File: src/rtl/tlul_pkg.sv
// TL-UL channel types shared by the crossbar sockets, plus the
// outstanding-counter width used by tlul_socket_m1_ot.
package tlul_pkg;

   localparam int unsigned IDW = 8;
   localparam int unsigned AW  = 32;
   localparam int unsigned DW  = 32;

   // Per-host in-flight counter width; caps MaxOutstanding at 15.
   localparam int unsigned SocketCntW = 4;
   typedef logic [SocketCntW-1:0] socket_cnt_t;

   typedef struct packed {
      logic            a_valid;
      logic [2:0]      a_opcode;
      logic [2:0]      a_param;
      logic [1:0]      a_size;
      logic [IDW-1:0]  a_source;
      logic [AW-1:0]   a_address;
      logic [DW/8-1:0] a_mask;
      logic [DW-1:0]   a_data;
      logic            d_ready;
   } tl_h2d_t;

   typedef struct packed {
      logic           d_valid;
      logic [2:0]     d_opcode;
      logic [2:0]     d_param;
      logic [1:0]     d_size;
      logic [IDW-1:0] d_source;
      logic           d_sink;
      logic [DW-1:0]  d_data;
      logic           d_error;
      logic           a_ready;
   } tl_d2h_t;

endpackage

File: src/rtl/tlul_socket_rr_arb.sv
// Request arbiter for tlul_socket_m1_ot: round-robin (or fixed priority,
// host 0 highest) over an eligibility vector. A winner that is presented
// but not accepted is locked until its handshake so the A channel stays
// stable.
module tlul_socket_rr_arb #(
   parameter int unsigned M         = 4,
   parameter bit          FixedPrio = 1'b0,
   localparam int unsigned IW       = $clog2(M)
) (
   input  logic          clk_i,
   input  logic          rst_ni,
   input  logic [M-1:0]  elig_i,
   input  logic          accept_i,
   output logic          valid_o,
   output logic [IW-1:0] sel_o
);

   logic [IW-1:0] ptr_q, ptr_d;
   logic [IW-1:0] sel_q, sel_d;
   logic          lock_q, lock_d;
   logic [IW-1:0] pick;
   logic          any_elig;
   int unsigned   start;
   int unsigned   idx;

   // First eligible host at or after the search start, wrapping past M-1
   always_comb begin
      pick     = '0;
      any_elig = 1'b0;
      idx      = 0;
      start    = FixedPrio ? 0 : 32'(ptr_q);
      for (int unsigned k = 0; k < M; k++) begin
         idx = start + k;
         if (idx >= M) idx = idx - M;
         if (!any_elig && elig_i[idx]) begin
            any_elig = 1'b1;
            pick     = IW'(idx);
         end
      end
   end

   assign sel_o   = lock_q ? sel_q : pick;
   assign valid_o = lock_q | any_elig;

   // Lock a stalled winner; advance the pointer past the winner on handshake
   always_comb begin
      lock_d = lock_q;
      sel_d  = sel_q;
      ptr_d  = ptr_q;
      if (valid_o && !accept_i) begin
         lock_d = 1'b1;
         sel_d  = sel_o;
      end
      if (accept_i) begin
         lock_d = 1'b0;
         ptr_d  = (sel_o == IW'(M - 1)) ? '0 : sel_o + 1'b1;
      end
   end

   // Arbiter state registers
   always_ff @(posedge clk_i or negedge rst_ni) begin
      if (!rst_ni) begin
         ptr_q  <= '0;
         sel_q  <= '0;
         lock_q <= 1'b0;
      end else begin
         ptr_q  <= ptr_d;
         sel_q  <= sel_d;
         lock_q <= lock_d;
      end
   end

endmodule

File: src/rtl/tlul_socket_m1_ot.sv
// M:1 TL-UL socket with per-host outstanding caps, an optional A-channel
// pipeline register and source-ID based response routing.
// Optional feature macro: TLUL_SOCKET_M1_OT_PERF_EN adds perf_stall_o,
// per-host saturating 16-bit counts of stalled request cycles.
module tlul_socket_m1_ot
   import tlul_pkg::*;
#(
   parameter int unsigned M              = 4,
   parameter int unsigned MaxOutstanding = 4,
   parameter bit          ReqReg         = 1'b0,
   parameter bit          ArbFixedPrio   = 1'b0
) (
   input  logic                    clk_i,
   input  logic                    rst_ni,
   input  tl_h2d_t                 tl_h_i [M],
   output tl_d2h_t                 tl_h_o [M],
   output tl_h2d_t                 tl_d_o,
   input  tl_d2h_t                 tl_d_i,
   output logic [M*SocketCntW-1:0] outstanding_o,
   output logic                    idle_o,
   output logic                    err_bad_id_o
`ifdef TLUL_SOCKET_M1_OT_PERF_EN
   ,
   output logic [M*16-1:0]         perf_stall_o
`endif
);

   localparam int unsigned STIDW = $clog2(M);

   logic [M-1:0]     elig;
   logic [M-1:0]     a_hs;
   logic [M-1:0]     d_hs;
   logic [STIDW-1:0] sel;
   logic             arb_valid;
   logic             arb_accept;
   logic             down_ready;
   logic             full;
   tl_h2d_t          fwd_req;
   logic [STIDW-1:0] rsp_idx;
   logic             bad_id;
   logic             rsp_ready;
   socket_cnt_t      cnt_q [M];
   socket_cnt_t      cnt_d [M];
   logic             err_q, err_d;

   // A host competes only while below its in-flight cap
   always_comb begin
      elig = '0;
      for (int unsigned k = 0; k < M; k++) begin
         elig[k] = tl_h_i[k].a_valid & (cnt_q[k] < SocketCntW'(MaxOutstanding));
      end
   end

   tlul_socket_rr_arb #(
      .M         (M),
      .FixedPrio (ArbFixedPrio)
   ) u_arb (
      .clk_i    (clk_i),
      .rst_ni   (rst_ni),
      .elig_i   (elig),
      .accept_i (arb_accept),
      .valid_o  (arb_valid),
      .sel_o    (sel)
   );

   assign arb_accept = arb_valid & down_ready;

   // Selected request with the host index appended to the source ID
   always_comb begin
      fwd_req = tl_h_i[0];
      for (int unsigned k = 1; k < M; k++) begin
         if (sel == STIDW'(k)) fwd_req = tl_h_i[k];
      end
      fwd_req.a_valid  = arb_valid;
      fwd_req.a_source = {fwd_req.a_source[IDW-STIDW-1:0], sel};
      fwd_req.d_ready  = rsp_ready;
   end

   if (ReqReg) begin : g_req_reg
      tl_h2d_t req_q, req_d;
      logic    full_q, full_d;

      // One-entry slot: refill in the same cycle it drains for full rate
      always_comb begin
         req_d  = req_q;
         full_d = full_q & ~tl_d_i.a_ready;
         if (arb_accept) begin
            req_d  = fwd_req;
            full_d = 1'b1;
         end
      end

      // Request register
      always_ff @(posedge clk_i or negedge rst_ni) begin
         if (!rst_ni) begin
            req_q  <= '0;
            full_q <= 1'b0;
         end else begin
            req_q  <= req_d;
            full_q <= full_d;
         end
      end

      assign full       = full_q;
      assign down_ready = ~full_q | tl_d_i.a_ready;

      // Device A channel from the register; d_ready stays combinational
      always_comb begin
         tl_d_o         = req_q;
         tl_d_o.a_valid = full_q;
         tl_d_o.d_ready = rsp_ready;
      end
   end else begin : g_no_req_reg
      assign full       = 1'b0;
      assign down_ready = tl_d_i.a_ready;
      assign tl_d_o     = fwd_req;
   end

   // Route D by low source bits; unknown IDs are swallowed
   always_comb begin
      rsp_idx   = tl_d_i.d_source[STIDW-1:0];
      bad_id    = ({1'b0, rsp_idx} >= (STIDW + 1)'(M));
      rsp_ready = bad_id;
      a_hs      = '0;
      d_hs      = '0;
      for (int unsigned k = 0; k < M; k++) begin
         tl_h_o[k]          = tl_d_i;
         tl_h_o[k].d_valid  = tl_d_i.d_valid & (rsp_idx == STIDW'(k));
         tl_h_o[k].d_source = {{STIDW{1'b0}}, tl_d_i.d_source[IDW-1:STIDW]};
         tl_h_o[k].a_ready  = arb_accept & (sel == STIDW'(k));
         a_hs[k]            = tl_h_o[k].a_ready;
         d_hs[k]            = tl_h_o[k].d_valid & tl_h_i[k].d_ready;
         if (rsp_idx == STIDW'(k)) rsp_ready = tl_h_i[k].d_ready;
      end
   end

   // In-flight counters: A handshake adds, D handshake removes, floor at 0
   always_comb begin
      outstanding_o = '0;
      idle_o        = ~full;
      for (int unsigned k = 0; k < M; k++) begin
         cnt_d[k] = cnt_q[k];
         if (a_hs[k] && !d_hs[k]) begin
            cnt_d[k] = cnt_q[k] + 1'b1;
         end else if (d_hs[k] && !a_hs[k] && (cnt_q[k] != '0)) begin
            cnt_d[k] = cnt_q[k] - 1'b1;
         end
         outstanding_o[k*SocketCntW +: SocketCntW] = cnt_q[k];
         if (cnt_q[k] != '0) idle_o = 1'b0;
      end
      err_d = err_q | (tl_d_i.d_valid & bad_id);
   end

   assign err_bad_id_o = err_q;

   // Counter and sticky error registers
   always_ff @(posedge clk_i or negedge rst_ni) begin
      if (!rst_ni) begin
         cnt_q <= '{default: '0};
         err_q <= 1'b0;
      end else begin
         cnt_q <= cnt_d;
         err_q <= err_d;
      end
   end

`ifdef TLUL_SOCKET_M1_OT_PERF_EN
   logic [15:0] stall_q [M];
   logic [15:0] stall_d [M];

   // Count cycles a host waits with a_valid high, saturating
   always_comb begin
      perf_stall_o = '0;
      for (int unsigned k = 0; k < M; k++) begin
         stall_d[k] = stall_q[k];
         if (tl_h_i[k].a_valid && !tl_h_o[k].a_ready && (stall_q[k] != 16'hFFFF)) begin
            stall_d[k] = stall_q[k] + 1'b1;
         end
         perf_stall_o[k*16 +: 16] = stall_q[k];
      end
   end

   // Stall counter registers
   always_ff @(posedge clk_i or negedge rst_ni) begin
      if (!rst_ni) begin
         stall_q <= '{default: '0};
      end else begin
         stall_q <= stall_d;
      end
   end
`endif

endmodule

File: config.mk
export PLATFORM = sky130hd
export DESIGN_NAME = tlul_socket_m1_ot
export DESIGN_NICKNAME = d
export VERILOG_FILES = /design/src/rtl/tlul_pkg.sv /design/src/rtl/tlul_socket_rr_arb.sv /design/src/rtl/tlul_socket_m1_ot.sv
export SDC_FILE = /design/constraint.sdc
export NUM_CORES = 1
export LEC_CHECK = 0
export CAP_MARGIN = 20
export CORE_AREA = 2 2 275 277
export CTS_CLUSTER_SIZE = 10
export DETAILED_ROUTE_END_ITERATION = 10
export DIE_AREA = 0 0 277 279
export HOLD_SLACK_MARGIN = 0.02
export PLACE_DENSITY = 0.33
export SLEW_MARGIN = 10
export SYNTH_ARGS = -nofsm -noshare
export SYNTH_HDL_FRONTEND = slang
export SYNTH_SLANG_ARGS = --single-unit
File: constraint.sdc
create_clock -name clk_i -period 4.9 [get_ports clk_i]
set_input_delay 0.98 -clock clk_i [delete_from_list [all_inputs] [get_ports clk_i]]
set_output_delay 0.98 -clock clk_i [all_outputs]
set_load 0.1 [all_outputs]
==> flow_metrics.py, run 1 <==
metrics = {
    "synth": {
        "yosysMostFrequentCell": "buf_4",
        "avgSynthCellArea_um2": 6.98,
        "synthArstFlopShare": 1.00,
        "synth_edf_count": 0,
        "yosys-top-cells-count": "buf_4, a21oi_1, mux2i_1, nand2_1, nor2_1",
        "yosysTopAreaCellShare": 0.266,
        "yosysTopAreaCell": "buf_4",
        "syn_inst": 822,
        "ys_warn_count": 0,
        "synthTopCellsByArea": "buf_4, mux2i_1, dfrtp_1",
        "seq_area_frac_synth": 0.0916,
        "synth-seq-cells": 21,
        "synth_cell_types": 44,
        "ys.flop_type": "dfrtp_1",
        "synth_area_um2": 5740,
    },
    "floorplanning": {
        "die_area_um2": 77300,
        "initial_core_util": 0.0774,
        "rows": 100,
        "core_um2": 74100,
        "chipWidth_um": 277,
        "io-pin-count": 710,
        "die_h_um": 279,
    },
    "routing": {
        "highest_layer": "met4",
        "met1_length_mm": 11.8,
        "drt-total-wl_mm": 30.5,
        "ant_nets": 0,
        "vias_per_cell": 3.11,
        "post_drt_wl_per_cell_um": 14.8,
        "route.detailed.drc": 0,
        "firstDrtPassIters": 4,
        "drtIter0Drc": 99,
        "num_vias": 6421,
        "wl_met3_mm": 2.58,
        "wl_met2_mm": 15.6,
    },
    "worst_setup_path": {
        "cp_cell_sequence": "clkdlybuf4s50_1 -> nor3b_4 -> a21oi_1 -> buf_4 -> o41ai_4 -> ha_4 -> clkbuf_16 -> buf_12 -> mux2i_1 -> nor2_1 -> a21oi_1 -> o21ai_4 -> buf_12",
        "critPathCaptureType": "primary output",
        "path_class": "input pin to primary output",
        "cp.arrival_ps": 3790,
        "rr_startpoint": "outstanding_o[10]",
        "critPathTopFamily": "buffers and inverters",
        "crit_end": "tl_d_o[32]",
        "crit_start": "tl_h_i[85]",
        "rrSetupSlack_ps": 1370,
        "critical-path-slowest-cell": "clkdlybuf4s50_1",
        "max_stage_delay_ps": 470,
        "cp_num_buf_inv": 5,
        "required_ps": 3920,
        "reg2reg_depth": 15,
        "startpoint_type": "input pin",
        "crit_cells": 13,
        "r2r-end": "outstanding_o[11]",
        "path_max_fanout": 5,
    },
    "timing": {
        "min_period_ps": 4770,
        "worst_pin_slew_ps": 1060,
        "finalClockSkew_ps": 7.55,
        "slew_headroom": 0.292,
        "fmax_ghz": 0.210,
        "period_share": 0.973,
        "finalHoldViolations": 0,
        "drv_slew": 0,
        "setup_violations": 0,
        "rsz0062_at_grt": "yes",
    },
    "clock_tree": {
        "root_buffer": "clkbuf_16",
        "cts_inserted_buffers": 3,
        "clkTransAtPathRegs_ps": 60,
        "cts_tree": "yes",
        "cts_max_level": 1,
        "clk_latency_ps": 260,
        "clock-sinks": 21,
        "clock_path_buffers": 2,
    },
    "placement": {
        "portBuffers": 452,
        "dpl.hpwl_mm": 26.0,
        "finalWeightedCongestion": 0.721,
    },
    "hold_path": {
        "hp-class": "flip-flop to flip-flop",
    },
    "global_routing": {
        "grt_usage": 0.0718,
        "antenna_found_initial": 0,
        "grt_pass1_vias": 6892,
        "grt-ovfl-total": 0,
        "grt_max_degree": 42,
        "grt_pass1_wl_mm": 43.2,
    },
    "layout": {
        "syn_to_final_growth_pct": 118,
        "final_layout_size_suffix_gt1_frac": 0.270,
        "fin_nets": 1510,
        "n_antenna_cell": 0,
        "utilization": 0.169,
    },
    "job": {
        "cap_violations": 0,
    },
    "outcome": {
        "status": "finished, final reports clean",
    },
}
==> worst min-delay path by stage <==
stage               cells after the start        startpoint                to  slack [ps]
floorplan                               1    u_arb.sel_q[1]    u_arb.sel_q[1]         500
global placement                        1    u_arb.sel_q[1]    u_arb.sel_q[1]         510
detailed placement                      1    u_arb.sel_q[1]    u_arb.sel_q[1]         520
CTS                                     1    u_arb.sel_q[1]    u_arb.sel_q[1]         530
global route                            1  outstanding_o[3]  outstanding_o[3]         550
finish                                  1    u_arb.sel_q[1]    u_arb.sel_q[1]         530
==> flip-flops by register name (all words and copies together) (netlist names) <==
register / flops
u_arb.lock_q: 1
u_arb.ptr_q: 2
u_arb.sel_q: 2
outstanding_o: 16
==> cells by family (layout without fill, tap and decap cells) <==
kind of cell	count (synthesis)	after routing	synth area share
other cells	1	9	0.000654
simple gates	216	216	0.172
compound gates	197	197	0.187
fa+ha+maj	16	16	0.0401
buf+inv	259	524	0.306
xor+xnor	12	12	0.0183
mux	100	100	0.184
flops	21	21	0.0916
==> area by class of cell <==
| cell class | count | area, µm² |
|---|---|---|
| repair buffers | 518 | 6100 |
| well taps | 969 | 1210 |
| clock buffers | 3 | 75.1 |
| inverters | 2 | 7.51 |
| clock inverters | 1 | 7.51 |
| multi-input cells | 550 | 4550 |
| flip-flops and latches | 21 | 529 |
| fillers | 8308 | 61600 |
==> repair_timing <==
action / in CTS / in global routing
hold buffers: 0 / 0
setup endpoints to repair: 0 / 44
resized for setup: 0 / 17
buffers inserted: 0 / 7
==> metrics by stage <==
stage,worst slack (ps),area [µm²],setup TNS [ps],hold WS [ps],instances
2_1_floorplan,-337,6860,-24430,497,830
3_3_place_gp,41.6,12200,0,514,2051
3_5_place_dp,50.7,12200,0,523,2052
4_1_cts,38.7,12300,0,535,2056
5_1_grt,-9.81,12500,-20.8,549,2064
6_report,134,12500,0,528,2064
==> worst reg2reg max path, delay by kind of cell (launching register included) <==
| family | cells | cell delay (ps) |
|---|---|---|
| compound gates | 5 | 700 |
| mux | 1 | 240 |
| fa+ha+maj | 2 | 530 |
| simple gates | 2 | 730 |
| buf+inv | 4 | 610 |
| xor+xnor | 1 | 150 |
| flops | 1 | 490 |
==> placed cells by master, fill, tap and decap left out, types with 4 or more instances in the layout <==
| cell | synthesis | routed |
|---|---|---|
| clkbuf_16 | 0 | 4 |
| a211oi_1 | 6 | 6 |
| fa_1 | 4 | 4 |
| nand2_2 | 4 | 4 |
| nand2_1 | 86 | 86 |
| nor4_1 | 4 | 4 |
| ha_1 | 12 | 9 |
| dfrtp_1 | 21 | 18 |
| buf_12 | 0 | 102 |
| a21o_1 | 4 | 4 |
| buf_4 | 203 | 54 |
| clkdlybuf4s50_1 | 0 | 356 |
| o21ai_4 | 4 | 86 |
| nor3_1 | 6 | 6 |
| xor2_1 | 12 | 12 |
| a21oi_1 | 95 | 83 |
| mux2_4 | 8 | 8 |
| mux2i_1 | 88 | 87 |
| conb_1 | 1 | 9 |
| and3_1 | 9 | 6 |
| nor3b_4 | 0 | 4 |
| nor2_1 | 85 | 84 |
| a21oi_2 | 0 | 12 |
==> metal layers <==
metal | track usage | vias up
li1 | - | 3149
met1 | 0.0802 | 2881
met5 | 0 | -
met4 | 0.0128 | 0
met2 | 0.132 | 345
met3 | 0.0243 | 46
Power of run 1 is left out: the tool's default activity adds up to more than one toggle a clock period on the data nets, which glitch-free logic cannot reach.
==> run 2, diff against run 1 <==
CTS_BUF_LIST = sky130_fd_sc_hd__clkbuf_4   (was not set)
==> run 2 against run 1 <==
Net effect: core utilization down 0.071 points; non-clock buffer count unchanged; sequential share of layout area about the same; hold slack better by 16 ps; final area down 0.42%; flip-flop and latch count unchanged; critical path depth unchanged; critical path type unchanged; largest cell class unchanged.
==> flow_metrics.py, run 2 (same netlist as run 1, synthesis figures left out) <==
metrics = {
    "outcome": {
        "status": "finished, final reports clean",
    },
    "hold_path": {
        "min_path_cells": 1,
        "hold_end": "u_arb.sel_q[1]",
        "hp-start": "u_arb.sel_q[1]",
        "hp-class": "flip-flop to flip-flop",
    },
    "timing": {
        "period_share": 0.974,
        "slew_headroom": 0.292,
        "rsz0062_at_grt": "yes",
        "setup_violations": 0,
        "holdWs_ps": 544,
        "finalHoldViolations": 0,
        "fmax_ghz": 0.210,
        "worst_pin_slew_ps": 1060,
        "finalClockSkew_ps": 23.5,
        "min_period_ps": 4770,
        "drv_slew": 0,
    },
    "worst_setup_path": {
        "path_max_fanout": 5,
        "critical-path-slowest-cell": "clkdlybuf4s50_1",
        "cp_cell_sequence": "clkdlybuf4s50_1 -> nor3b_4 -> a21oi_1 -> buf_4 -> o41ai_4 -> ha_4 -> clkbuf_16 -> buf_12 -> mux2i_1 -> nor2_1 -> a21oi_1 -> o21ai_4 -> buf_12",
        "cp.arrival_ps": 3790,
        "rrSetupSlack_ps": 1330,
        "critPathCaptureType": "primary output",
        "critPathTopFamily": "buffers and inverters",
        "required_ps": 3920,
        "reg2reg_depth": 15,
        "startpoint_type": "input pin",
        "r2r-end": "outstanding_o[15]",
        "cp_num_buf_inv": 5,
        "max_stage_delay_ps": 470,
        "rr_startpoint": "outstanding_o[10]",
        "path_class": "input pin to primary output",
    },
    "floorplanning": {
        "die_area_um2": 77300,
        "rows": 100,
        "die_h_um": 279,
        "chipWidth_um": 277,
        "initial_core_util": 0.0774,
        "io-pin-count": 710,
        "core_um2": 74100,
    },
    "clock_tree": {
        "root_buffer": "clkbuf_4",
        "clock_path_buffers": 2,
        "clkTransAtPathRegs_ps": 130,
        "clk_latency_ps": 330,
        "cts_max_level": 1,
        "cts_inserted_buffers": 3,
        "cts_tree": "yes",
        "holdBufCountCts": 0,
        "clock-sinks": 21,
    },
    "layout": {
        "largest_reg_flops": 16,
        "fin_nets": 1510,
        "layout.cells.non_filler": 2064,
        "final_layout_size_suffix_gt1_frac": 0.270,
        "final_common_cell": "clkdlybuf4s50_1",
        "syn_to_final_growth_pct": 117,
        "mostFrequentLayoutCells": "clkdlybuf4s50_1, buf_12, mux2i_1, nand2_1, o21ai_4",
        "n_antenna_cell": 0,
    },
    "routing": {
        "num_vias": 6434,
        "ant_nets": 0,
        "drt-total-wl_mm": 30.5,
        "post_drt_wl_per_cell_um": 14.8,
        "firstDrtPassIters": 4,
        "vias_per_cell": 3.12,
        "drtIter0Drc": 97,
        "route.detailed.drc": 0,
    },
    "global_routing": {
        "grt_pass1_wl_mm": 43.3,
        "grt_max_degree": 42,
        "grt-ovfl-total": 0,
        "antenna_found_initial": 0,
        "grt_pass1_vias": 6899,
        "grt_usage": 0.0719,
    },
    "placement": {
        "dp.cells": 2052,
        "finalWeightedCongestion": 0.721,
        "dpl.hpwl_mm": 26.0,
        "portBuffers": 452,
    },
    "job": {
        "cap_violations": 0,
    },
}
-- run 2: cell type report --
class | instances | area (µm²)
well taps | 969 | 1210
multi-input cells | 550 | 4550
fillers | 8315 | 61600
clock buffers | 3 | 22.5
repair buffers | 518 | 6100
flip-flops and latches | 21 | 529
inverters | 2 | 7.51
clock inverters | 1 | 7.51
-- run 2: metal layers --
layer  wire length, µm  share of wire  vias up  track usage
met4               515          0.017        0       0.0134
met5                 0              0        -            0
met2             15600           0.51      346        0.132
met3              2640          0.087       46       0.0245
met1             11700           0.38     2894       0.0802
li1                  -              -     3148            -
-- run 2: metrics by stage --
step	util	cell area, µm²	TNS (ps)	setup WS, ps
6_report	0.168	12400	0	128
2_1_floorplan	-	6860	-24430	-337
5_1_grt	0.168	12400	-20.9	-9.88
3_5_place_dp	0.165	12200	0	50.7
3_3_place_gp	0.165	12200	0	41.6
4_1_cts	0.166	12300	0	38.7
-- run 2: repair_timing --
item                       CTS  global route
setup endpoints to repair    0            44
gates resized for setup      0            17
buffers inserted             0             7
-- run 2: how the worst max path moves through the flow --
stage                     cells past startpoint  slack, ps    endpoint   startpoint
after floorplan                              11       -340  tl_d_o[14]   tl_h_i[85]
after global placement                       15         40  tl_d_o[61]  tl_h_i[257]
after detailed placement                     15         50  tl_d_o[61]  tl_h_i[343]
after CTS                                    15         40  tl_d_o[61]  tl_h_i[257]
after global routing                         13        -10  tl_d_o[43]  tl_h_i[171]
final                                        13        130  tl_d_o[32]   tl_h_i[85]
Power of run 2 is left out for the same reason.
